==> src/rtl/uart_loader_pkg.sv <==
// Shared definitions for the UART programming path: word/byte widths,
// default memory depth and the loader state encoding.
package uart_loader_pkg;

  localparam int unsigned ISA_WIDTH       = 32;
  localparam int unsigned ROM_DEPTH       = 14;
  localparam int unsigned UART_BYTE_WIDTH = 8;
  localparam int unsigned BYTE_CNT_W      = 2;

  typedef enum logic [1:0] {
    UPG_ST_IDLE = 2'd0,
    UPG_ST_RECV = 2'd1,
    UPG_ST_DONE = 2'd2
  } upg_state_e;

endpackage

==> src/rtl/uart_word_assembler.sv <==
// Packs received bytes little-endian into a 32-bit word and pulses
// word_done_o the cycle after the fourth lane is written.
module uart_word_assembler
  import uart_loader_pkg::*;
(
  input  logic                       clk,
  input  logic                       rst,
  input  logic                       clear_i,
  input  logic                       en_i,
  input  logic                       rx_valid_i,
  input  logic [UART_BYTE_WIDTH-1:0] rx_data_i,
  output logic [BYTE_CNT_W-1:0]      byte_cnt_o,
  output logic [ISA_WIDTH-1:0]       word_o,
  output logic                       word_done_o
);

  logic [BYTE_CNT_W-1:0] cnt_q, cnt_d;
  logic [ISA_WIDTH-1:0]  word_q, word_d;
  logic                  done_q, done_d;

  always_comb begin
    cnt_d  = cnt_q;
    word_d = word_q;
    done_d = 1'b0;
    if (clear_i) begin
      cnt_d = '0;
    end else if (en_i && rx_valid_i) begin
      word_d[UART_BYTE_WIDTH*cnt_q +: UART_BYTE_WIDTH] = rx_data_i;
      cnt_d  = cnt_q + BYTE_CNT_W'(1);
      done_d = (cnt_q == BYTE_CNT_W'(3));
    end
  end

  always_ff @(posedge clk) begin
    if (rst) begin
      cnt_q  <= '0;
      word_q <= '0;
      done_q <= 1'b0;
    end else begin
      cnt_q  <= cnt_d;
      word_q <= word_d;
      done_q <= done_d;
    end
  end

  assign byte_cnt_o  = cnt_q;
  assign word_o      = word_q;
  assign word_done_o = done_q;

endmodule

==> src/rtl/uart_loader.sv <==
// UART programming loader: streams assembled words into instruction/data
// memory with an incrementing address and closes the load on timeout or end.
module uart_loader #(
  parameter int unsigned ROM_DEPTH      = uart_loader_pkg::ROM_DEPTH,
  parameter int unsigned TIMEOUT_CYCLES = 1000000,
  parameter int unsigned TIMEOUT_WIDTH  = 20
) (
  input  logic                 clk,
  input  logic                 rst,
  input  logic                 upg_start_i,
  input  logic                 rx_valid_i,
  input  logic [7:0]           rx_data_i,
  output logic                 upg_active_o,
  output logic                 upg_wen_o,
  output logic [ROM_DEPTH:0]   upg_adr_o,
  output logic [31:0]          upg_dat_o,
  output logic                 upg_done_o,
  output logic                 upg_partial_o,
  output logic [ROM_DEPTH+1:0] upg_words_o
);
  import uart_loader_pkg::*;

  localparam int unsigned ADR_W   = ROM_DEPTH + 1;
  localparam int unsigned WORDS_W = ROM_DEPTH + 2;
  localparam logic [ADR_W-1:0]         ADR_MAX  = '1;
  localparam logic [TIMEOUT_WIDTH-1:0] IDLE_MAX = TIMEOUT_WIDTH'(TIMEOUT_CYCLES - 1);

  upg_state_e               state_q, state_d;
  logic [ADR_W-1:0]         adr_q, adr_d;
  logic [WORDS_W-1:0]       words_q, words_d;
  logic [TIMEOUT_WIDTH-1:0] idle_q, idle_d;
  logic                     partial_q, partial_d;
  logic                     active_q, active_d;
  logic                     done_q, done_d;

  logic                     asm_clear, asm_en, word_done;
  logic [BYTE_CNT_W-1:0]    byte_cnt;
  logic [ISA_WIDTH-1:0]     word;

  uart_word_assembler u_asm (
    .clk         (clk),
    .rst         (rst),
    .clear_i     (asm_clear),
    .en_i        (asm_en),
    .rx_valid_i  (rx_valid_i),
    .rx_data_i   (rx_data_i),
    .byte_cnt_o  (byte_cnt),
    .word_o      (word),
    .word_done_o (word_done)
  );

  always_comb begin
    state_d   = state_q;
    adr_d     = adr_q;
    words_d   = words_q;
    idle_d    = idle_q;
    partial_d = partial_q;
    asm_clear = 1'b0;
    asm_en    = 1'b0;
    unique case (state_q)
      UPG_ST_IDLE: begin
        if (upg_start_i) begin
          state_d   = UPG_ST_RECV;
          adr_d     = '0;
          words_d   = '0;
          idle_d    = '0;
          partial_d = 1'b0;
          asm_clear = 1'b1;
        end
      end
      UPG_ST_RECV: begin
        asm_en = 1'b1;
        idle_d = rx_valid_i ? '0 : idle_q + TIMEOUT_WIDTH'(1);
        // The last address is written but never wrapped; it ends the load.
        if (word_done) begin
          words_d = words_q + WORDS_W'(1);
          if (adr_q == ADR_MAX) state_d = UPG_ST_DONE;
          else                  adr_d   = adr_q + ADR_W'(1);
        end else if (!rx_valid_i && idle_q == IDLE_MAX) begin
          state_d   = UPG_ST_DONE;
          partial_d = partial_q | (byte_cnt != '0);
        end
      end
      UPG_ST_DONE: state_d = UPG_ST_IDLE;
      default:     state_d = UPG_ST_IDLE;
    endcase
    active_d = (state_d == UPG_ST_RECV);
    done_d   = (state_d == UPG_ST_DONE);
  end

  always_ff @(posedge clk) begin
    if (rst) begin
      state_q   <= UPG_ST_IDLE;
      adr_q     <= '0;
      words_q   <= '0;
      idle_q    <= '0;
      partial_q <= 1'b0;
      active_q  <= 1'b0;
      done_q    <= 1'b0;
    end else begin
      state_q   <= state_d;
      adr_q     <= adr_d;
      words_q   <= words_d;
      idle_q    <= idle_d;
      partial_q <= partial_d;
      active_q  <= active_d;
      done_q    <= done_d;
    end
  end

  assign upg_active_o  = active_q;
  assign upg_wen_o     = word_done;
  assign upg_adr_o     = adr_q;
  assign upg_dat_o     = word;
  assign upg_done_o    = done_q;
  assign upg_partial_o = partial_q;
  assign upg_words_o   = words_q;

endmodule

==> config.mk <==
export PLATFORM = sky130hd
export DESIGN_NAME = uart_loader
export DESIGN_NICKNAME = d
export VERILOG_FILES = /design/src/rtl/uart_loader_pkg.sv /design/src/rtl/uart_word_assembler.sv /design/src/rtl/uart_loader.sv
export SDC_FILE = /design/constraint.sdc
export NUM_CORES = 1
export LEC_CHECK = 0
export ABC_AREA = 1
export BUFFER_PORTS_ARGS = -buffer_cell sky130_fd_sc_hd__buf_2
export CAP_MARGIN = 20
export CORE_UTILIZATION = 60
export DETAILED_ROUTE_END_ITERATION = 10
export PLACE_DENSITY = 0.87
export SYNTH_ARGS = -nofsm -noshare
export SYNTH_HDL_FRONTEND = slang
export SYNTH_SLANG_ARGS = --single-unit
==> constraint.sdc <==
create_clock -name clk -period 4.7 [get_ports clk]
set_input_delay 0.47 -clock clk [delete_from_list [all_inputs] [get_ports clk]]
set_output_delay 0.47 -clock clk [all_outputs]
set_load 0.005 [all_outputs]
==> Word level (Yosys, flattened, before mapping) <==
Cells that the tools add are included.
{ "op_classes": {"multipliers": 0, "shifts": 2, "n_reduce_logical": 13, "eq_ne": 11, "n_div": 0, "bitwise_logic": 3, "n_mux": 23, "n_addsub": 5, "magnitude_cmp": 0} }
{ "ops": {"columns": ["op", "count"], "rows": [
  ["2-to-1 mux 15 bit", 3],
  ["2-to-1 mux 20 bit", 2],
  ["one-hot mux 20 bit (2 select lines)", 1],
  ["negator 5 -> 34 bit", 1],
  ["variable shift 8 x 34 -> 32 bit, first input constant", 1],
  ["indexed part select 8 x 34 -> 32 bit", 1],
  ["bitwise mux 32 bit", 1],
  ["2-to-1 mux 16 bit", 2],
  ["one-hot mux 16 bit (2 select lines)", 1],
  ["one-hot mux 15 bit (2 select lines)", 1],
  ["adder 20 x 1 -> 20 bit, second input constant", 1],
  ["== test 20 bit, second input constant", 1],
  ["adder 16 x 1 -> 16 bit, second input constant", 1],
  ["adder 15 x 1 -> 15 bit, second input constant", 1],
  ["== test 15 bit, second input constant", 1],
  ["2-to-1 mux 2 bit", 4],
  ["!= test 2 bit, second input constant", 4],
  ["AND reduction 4 bit", 2],
  ["2-to-1 mux 1 bit", 6],
  ["== test 2 x 1 -> 1 bit, second input constant", 2],
  ["== test 2 bit, second input constant", 2],
  ["one-hot mux 2 bit (2 select lines)", 1],
  ["AND reduction 2 bit", 2],
  ["nonzero test 2 bit", 2],
  ["other kinds (11)", 13]
]} }
{ "word_totals": {"input_bits": 12, "latch_bits": 0, "out_inout_bits": 67, "wordCells": 67, "ram_bits": 0, "mem_count": 0, "register_bits": 91, "romBits": 0} }

==> Depth between registers and ports, before layout <==
Gate-level depths: netlist of run 1.
{ "logic_depth": {"ltp_word": 6, "depth_mapped": 11, "mapped_depth_nobuf": 11} }

==> By module <==
Synthesis of run 1 repeated with hierarchy kept, for this count alone.
{ "hier_totals": {"hier_cells": 776, "hier_area_um2": 4961.0} }
{ "by_module_without_submodules": {"columns": ["module", "area_per_inst_um2", "instances", "seq_area_each_um2", "cells_per_inst"], "rows": [
  ["uart_loader", 3128.0, 1, 1121.1, 479],
  ["uart_word_assembler", 1833.0, 1, 700.7, 297]
]} }

==> Least setup slack after synthesis of run 1 <==
No wires, ideal clock.
{ "synth_timing": {"path_type": "reg2reg", "from": "register u_asm.cnt_q[0] (netlist: u_asm.byte_cnt_o[0])", "to": "register u_asm.word_q[22] (netlist: u_asm.word_o[22])", "setup_ns": 0.070, "stages_incl_launch_ff": 7, "arrival_ns": 1.710, "path_slack_ns": 2.920, "path_buffers": 1, "synth_period_minus_slack_ns": 1.780, "required_time_ns": 4.630, "path_cell_list": "dfxtp_1 -> inv_2 -> ha_1 -> clkbuf_1 -> nand2_1 -> or3_1 -> a21oi_1"} }
{ "synth_between": {"elab_chain_cells": 3, "elab_cells_between_ends": 4, "classes_between": "1 x add/sub; 2 x shift; 1 x mux"} }
{ "synth_rtl": {"columns": ["element", "line", "source"], "rows": [
  ["start, declared", "uart_word_assembler.sv:17", "logic [BYTE_CNT_W-1:0] cnt_q, cnt_d;"],
  ["start signal, assigned", "uart_word_assembler.sv:40", "cnt_q <= cnt_d;"],
  ["negator 5 -> 34 bit *", "uart_word_assembler.sv:28", "word_d[UART_BYTE_WIDTH*cnt_q +: UART_BYTE_WIDTH] = rx_data_i;"],
  ["indexed part select 8 x 34 -> 32 bit or variable shift 8 x 34 -> 32 bit (tied branches)", "uart_word_assembler.sv:28", null],
  ["bitwise mux 32 bit *", "uart_word_assembler.sv:28", null],
  ["end signal, assigned", "uart_word_assembler.sv:41", "word_q <= word_d;"],
  ["end, declared", "uart_word_assembler.sv:18", "logic [ISA_WIDTH-1:0] word_q, word_d;"]
]} }
Every way passes the cells marked *; elsewhere a longest branch is shown, timed or not.
A chain may end at the register's enable or synchronous reset.

==> Worst setup path after layout of run 1 <==
{ "layout_timing": {"from": "register u_asm.cnt_q[0] (netlist: u_asm.byte_cnt_o[0])", "to": "register u_asm.word_q[15] (netlist: u_asm.word_o[15])"} }
Same word-level chain as after synthesis.

==> impl_metrics.toml, run 1 <==
[status]
status = "finished clean"

[synthesis]
ys.warnings.count = 0
syn_area_per_cell_sq_um = 6.98
synth_edf_count = 0
netlist_area_sq_um = 4520
synth_cells = 648
ys_types = 38
ys_ff_latch = 91
yosysSeqAreaShare = 0.403
syn_nets = 669
synthFlopType = "dfxtp_1"
synthArstFlopShare = 0

[timing]
setup_slack_ps = 2710
fin_crit_ps = 1990
fmax_mhz = 503
setup_viol = 0
finalCritPeriodShare = 0.423
tightestPinTransition_ps = 1030
slew_violations = 0
rsz0062_at_grt = "false"
hold_violations = 0
relSlewSlack = 0.311
fin_skew_ps = 10.5
setup_tns_ps = 0

[cells_and_area]
nets = 743
final_common_cell = "nand2_1"
final_cell_mix = "nand2_1, dfxtp_1, buf_2, nor2_1, a21oi_1"
num_antenna_cells = 0
syn2layout_area_growth_pct = 14.6
nFillCells = 606
fin_util = 0.715
layout-drive-gt1-share = 0.165
fin_cells = 826

[floorplanning]
dieArea_sq_um = 7890
die_x_um = 88.8
die_y_um = 88.8
row_count = 31
start_util = 0.624
ios = 79
core_area_sq_um = 7250

[placed_design]
place.gp.congestion = 0.897
post-place-ws_ps = 2730
io_buffers = 78
dp_hpwl_mm = 7.92
dp.cells = 810

[routing]
drt-initial-drc-count = 280
route.met3.wl_um = 673
vias_per_cell = 5.54
vias = 4573
post_drt_wl_per_cell_um = 13.4
drtAntennaViolNets = 0
routedLengthMet1_mm = 4.91
dr.pass1.iters = 6
routed_wirelength_mm = 11.1
wl_met2_mm = 5.33
dr.max_layer_used = "met4"
drcViolationCount = 0

[setup_path]
cp-start-kind = "register"
cp.required_ps = 4990
cp.arrival_ps = 2270
crit_type = "reg -> reg"
crit_path_max_fanout = 12
end_kind = "register"

[clock_tree]
clk_latency_ps = 350
ctsHoldBuffers = 0
cts_setup_buffers = 0
h-tree-depth = 3
path_clk_slew_ps = 90
root_buffer = "clkbuf_8"
clk_path_buf_depth = 2
postCtsResizedCells = 0
clkSinkCount = 91
cts_tree = "yes"
cts_buffers = 9

[global_routing]
antenna_found_initial = 0
grt_pass1_vias = 4010
track_usage = 0.286
grt_max_degree = 37
grt_pass1_wl_mm = 17.7
overflow = 0

[power_and_ir_drop]
power_w = 0.00148
power_density_nw_per_um2 = 285
peakVddDrop_uv = 189
leakagePower_nw = 2.04

[job]
max-cap-violations = 0

[worst_hold_path]
hold_class = "in -> reg"
## synthesized netlist by cell type, types with 4 or more instances
| master | n | share of area |
|---|---|---|
| nand2_1 | 167 | 0.14 |
| o21bai_1 | 5 | 0.0083 |
| nand3_1 | 49 | 0.054 |
| inv_1 | 57 | 0.047 |
| nor2_2 | 4 | 0.0055 |
| buf_2 | 4 | 0.0044 |
| nor2_1 | 75 | 0.062 |
| dfxtp_1 | 91 | 0.40 |
| nand2_4 | 4 | 0.010 |
| o21ai_0 | 25 | 0.028 |
| clkbuf_1 | 10 | 0.0083 |
| or3_1 | 9 | 0.012 |
| ha_1 | 9 | 0.025 |
| nor3_1 | 5 | 0.0055 |
| nand4_1 | 24 | 0.033 |
| a21oi_1 | 70 | 0.077 |
## critical path: stages, from the launching register on
cell	delay [ps]
dfxtp_1	460
inv_2	150
ha_1	500
clkinv_1	290
or3_1	420
a21oi_1	120
## final cells by class
cell class | count | area (sq um) | area share
clock buffer | 10 | 128 | 0.0246
clock inverter | 6 | 88.8 | 0.0171
inverter | 64 | 245 | 0.0473
multi-input combinational | 476 | 2370 | 0.458
sequential | 91 | 1820 | 0.351
tap | 99 | 124 | 0.0239
timing repair buffer | 80 | 405 | 0.0782
## metal layers
| layer | GRT usage | up-vias |
|---|---|---|
| li1 | - | 2289 |
| met2 | 0.476 | 163 |
| met1 | 0.365 | 2104 |
| met5 | 0 | - |
| met4 | 0.128 | 0 |
| met3 | 0.0466 | 17 |
## state kept, by name, indices dropped and copies added (netlist names)
register           flops
u_asm.word_o          32
idle_q                20
upg_words_o           16
upg_adr_o             15
state_q                2
u_asm.byte_cnt_o       2
u_asm.word_done_o      1
upg_active_o           1
upg_done_o             1
upg_partial_o          1
## power breakdown
part           switching, W  leakage, nW  internal (W)
combinational     0.0000826         1.20     0.0000296
sequential       0.00000734        0.734      0.000778
clock              0.000280        0.108      0.000302
total              0.000370         2.04       0.00111
## metrics by stage
stage | hold slack (ps) | area (sq um)
2_1_floorplan | 447 | 4520
3_3_place_gp | 451 | 4970
3_5_place_dp | 454 | 4970
4_1_cts | 398 | 5190
5_1_grt | 419 | 5190
6_report | 411 | 5190
## cells by family after synthesis
kind of cell	after synthesis	synth area share
buf+inv	81	0.0727
flops	91	0.403
simple gates	352	0.359
xor+xnor	2	0.00387
compound gates	113	0.137
fa+ha+maj	9	0.0249
## path summary, 6_finish.rpt
path                              endpoint                              from  depth (start not counted)  slack, ps
max          u_asm.word_o[15]$_SDFFE_PP0P_  u_asm.byte_cnt_o[0]$_SDFFE_PP0P_                          5       2710
min           u_asm.word_o[1]$_SDFFE_PP0P_                      rx_data_i[1]                          3        410
max reg2reg  u_asm.word_o[15]$_SDFFE_PP0P_  u_asm.byte_cnt_o[0]$_SDFFE_PP0P_                          5       2710
min reg2reg  u_asm.word_o[18]$_SDFFE_PP0P_     u_asm.word_o[18]$_SDFFE_PP0P_                          2        470
(Power assumes the default switching activity.)
==> inputs of run 2 (changes only) <==
- CORE_UTILIZATION: 60 -> 51
- PLACE_DENSITY: 0.87 -> 0.79
- clock period: 4.7 -> 1.7 ns (I/O delays scaled with it)
==> run 2 against run 1 <==
- sequential share of layout area fell by 1.7 points
- hold slack got worse by 330 ps
- utilization shrank 6.4 points
- combinational power grew to 3.2 times the previous value
- sequential power rose to 2.8 times the previous value
- power rose to 2.9 times the previous value
- cell area rose by 5.2%
- global-route usage decreased by 2.3 points
- register-to-register slack lost 2700 ps
- highest routed layer unchanged
==> impl_metrics.toml, run 2 (same netlist as run 1, synthesis figures left out) <==
[global_routing]
antenna_found_initial = 0
grt_pass1_wl_mm = 18.9
overflow = 0
grt_max_degree = 44
grt_pass1_vias = 4196
track_usage = 0.263

[cells_and_area]
nets = 768
fin_util = 0.651
num_antenna_cells = 0
final_common_cell = "nand2_1"
final_cell_mix = "nand2_1, dfxtp_1, buf_2, a21oi_1, nor2_1"
layout-drive-gt1-share = 0.206
largest_reg_flops = 32
syn2layout_area_growth_pct = 20.6

[routing]
post_drt_wl_per_cell_um = 13.8
vias_per_cell = 5.51
routed_wirelength_mm = 11.9
vias = 4713
dr.pass1.iters = 5
drt-initial-drc-count = 346
drtAntennaViolNets = 0
drcViolationCount = 0

[clock_tree]
clk_latency_ps = 370
ctsHoldBuffers = 0
cts_tree = "yes"
h-tree-depth = 3
path_clk_slew_ps = 90
root_buffer = "clkbuf_8"
clk_path_buf_depth = 2
clkSinkCount = 91
cts_buffers = 9

[worst_hold_path]
holdPathEnd = "u_asm.word_o[1]$_SDFFE_PP0P_"
worstHoldStart = "rx_data_i[1]"
hold_class = "in -> reg"
whs_path_depth = 3

[floorplanning]
row_count = 33
start_util = 0.540
die_y_um = 96.2
ios = 79
die_x_um = 96.2
core_area_sq_um = 8380
dieArea_sq_um = 9250

[setup_path]
critPathMaxStageDelay_ps = 340
r2r-start = "upg_adr_o[0]$_SDFFE_PP0P_"
cp-start-kind = "register"
crit_path_max_fanout = 8
cpMaxStageDelayCell = "dfxtp_1"
rr_worst_depth = 8
cp.required_ps = 1950
cp_cell_sequence = "ha_1 > nand2_1 > nor2_4 > nand2_2 > o21ai_4 > nand2_2 > nand3_1 > a21oi_1"
cp.arrival_ps = 1900
regToRegSetupSlack_ps = 50
crit_type = "reg -> reg"
r2r-end = "upg_adr_o[10]$_SDFFE_PP0P_"
end_kind = "register"
worst_path_most_repeated_cell = "nand2_2"

[timing]
fin_skew_ps = 10.5
finalCritPeriodShare = 0.969
fin_crit_ps = 1650
setup_slack_ps = 52.7
slew_violations = 0
fmax_mhz = 607
setup_viol = 0
tightestPinTransition_ps = 451
relSlewSlack = 0.699
hold_violations = 0

[power_and_ir_drop]
peakVddDrop_uv = 536
power_density_nw_per_um2 = 785
power_w = 0.00428
leakagePower_nw = 2.17

[placed_design]
dp_hpwl_mm = 8.49
post-place-ws_ps = 1.99
place.gp.congestion = 0.891
io_buffers = 78

[status]
status = "finished clean"

[job]
max-cap-violations = 0
## run 2: report_power, final
| group | switching [W] | internal [W] | total, W |
|---|---|---|---|
| sequential | 0.0000150 | 0.00215 | 0.00217 |
| combinational | 0.000247 | 0.000109 | 0.000357 |
| clock | 0.000789 | 0.000973 | 0.00176 |
## run 2: worst max-delay path, delay by kind of cell (launching register included)
kind                       cells  cell delay [ps]
and+or+nand+nor                5              710
adders and majority gates      1              190
AOI/OAI and AO/OA              2              290
DFF                            1              340
## run 2: timing repair
item	4_1_cts	5_1_grt
setup buffers	0	1
resized for setup	0	13
setup endpoints to repair	0	34
## run 2: stage by stage
step | TNS, ps | instances | area (sq um) | hold slack (ps)
after CTS | 0 | 854 | 5400 | 80.5
after global placement | 0 | 839 | 5160 | 451
after detailed placement | 0 | 839 | 5160 | 450
final | 0 | 856 | 5460 | 84.7
after global routing | -559 | 856 | 5460 | 92.7
after floorplan | 0 | 648 | 4530 | 342
## run 2: cell type report
| cell class | count | area, sq um |
|---|---|---|
| tap | 105 | 131 |
| clock inverter | 6 | 114 |
| clock buffer | 9 | 124 |
| inverter | 64 | 245 |
| sequential | 91 | 1830 |
| multi-input combinational | 477 | 2420 |
| timing repair buffer | 104 | 598 |
| fill | 717 | 2930 |
## run 2: routing by layer
metal	routed length (um)	vias up	share of wire	global-route usage
met5	0	-	0	0
met4	176	0	0.015	0.0833
met3	859	20	0.072	0.0569
met2	5670	200	0.48	0.439
met1	5150	2161	0.43	0.337
li1	-	2332	-	-
## run 2: worst max path at each step
stage	startpoint	to	slack, ps
2_1_floorplan	u_asm.byte_cnt_o[0]$_SDFFE_PP0P_	u_asm.word_o[22]$_SDFFE_PP0P_	40
3_3_place_gp	state_q[0]$_SDFF_PP0_	upg_words_o[9]$_SDFFE_PP0P_	130
3_5_place_dp	upg_adr_o[1]$_SDFFE_PP0P_	upg_adr_o[13]$_SDFFE_PP0P_	2
4_1_cts	upg_adr_o[1]$_SDFFE_PP0P_	upg_adr_o[13]$_SDFFE_PP0P_	10
5_1_grt	upg_adr_o[1]$_SDFFE_PP0P_	upg_adr_o[9]$_SDFFE_PP0P_	-60
6_report	upg_adr_o[0]$_SDFFE_PP0P_	upg_adr_o[10]$_SDFFE_PP0P_	50
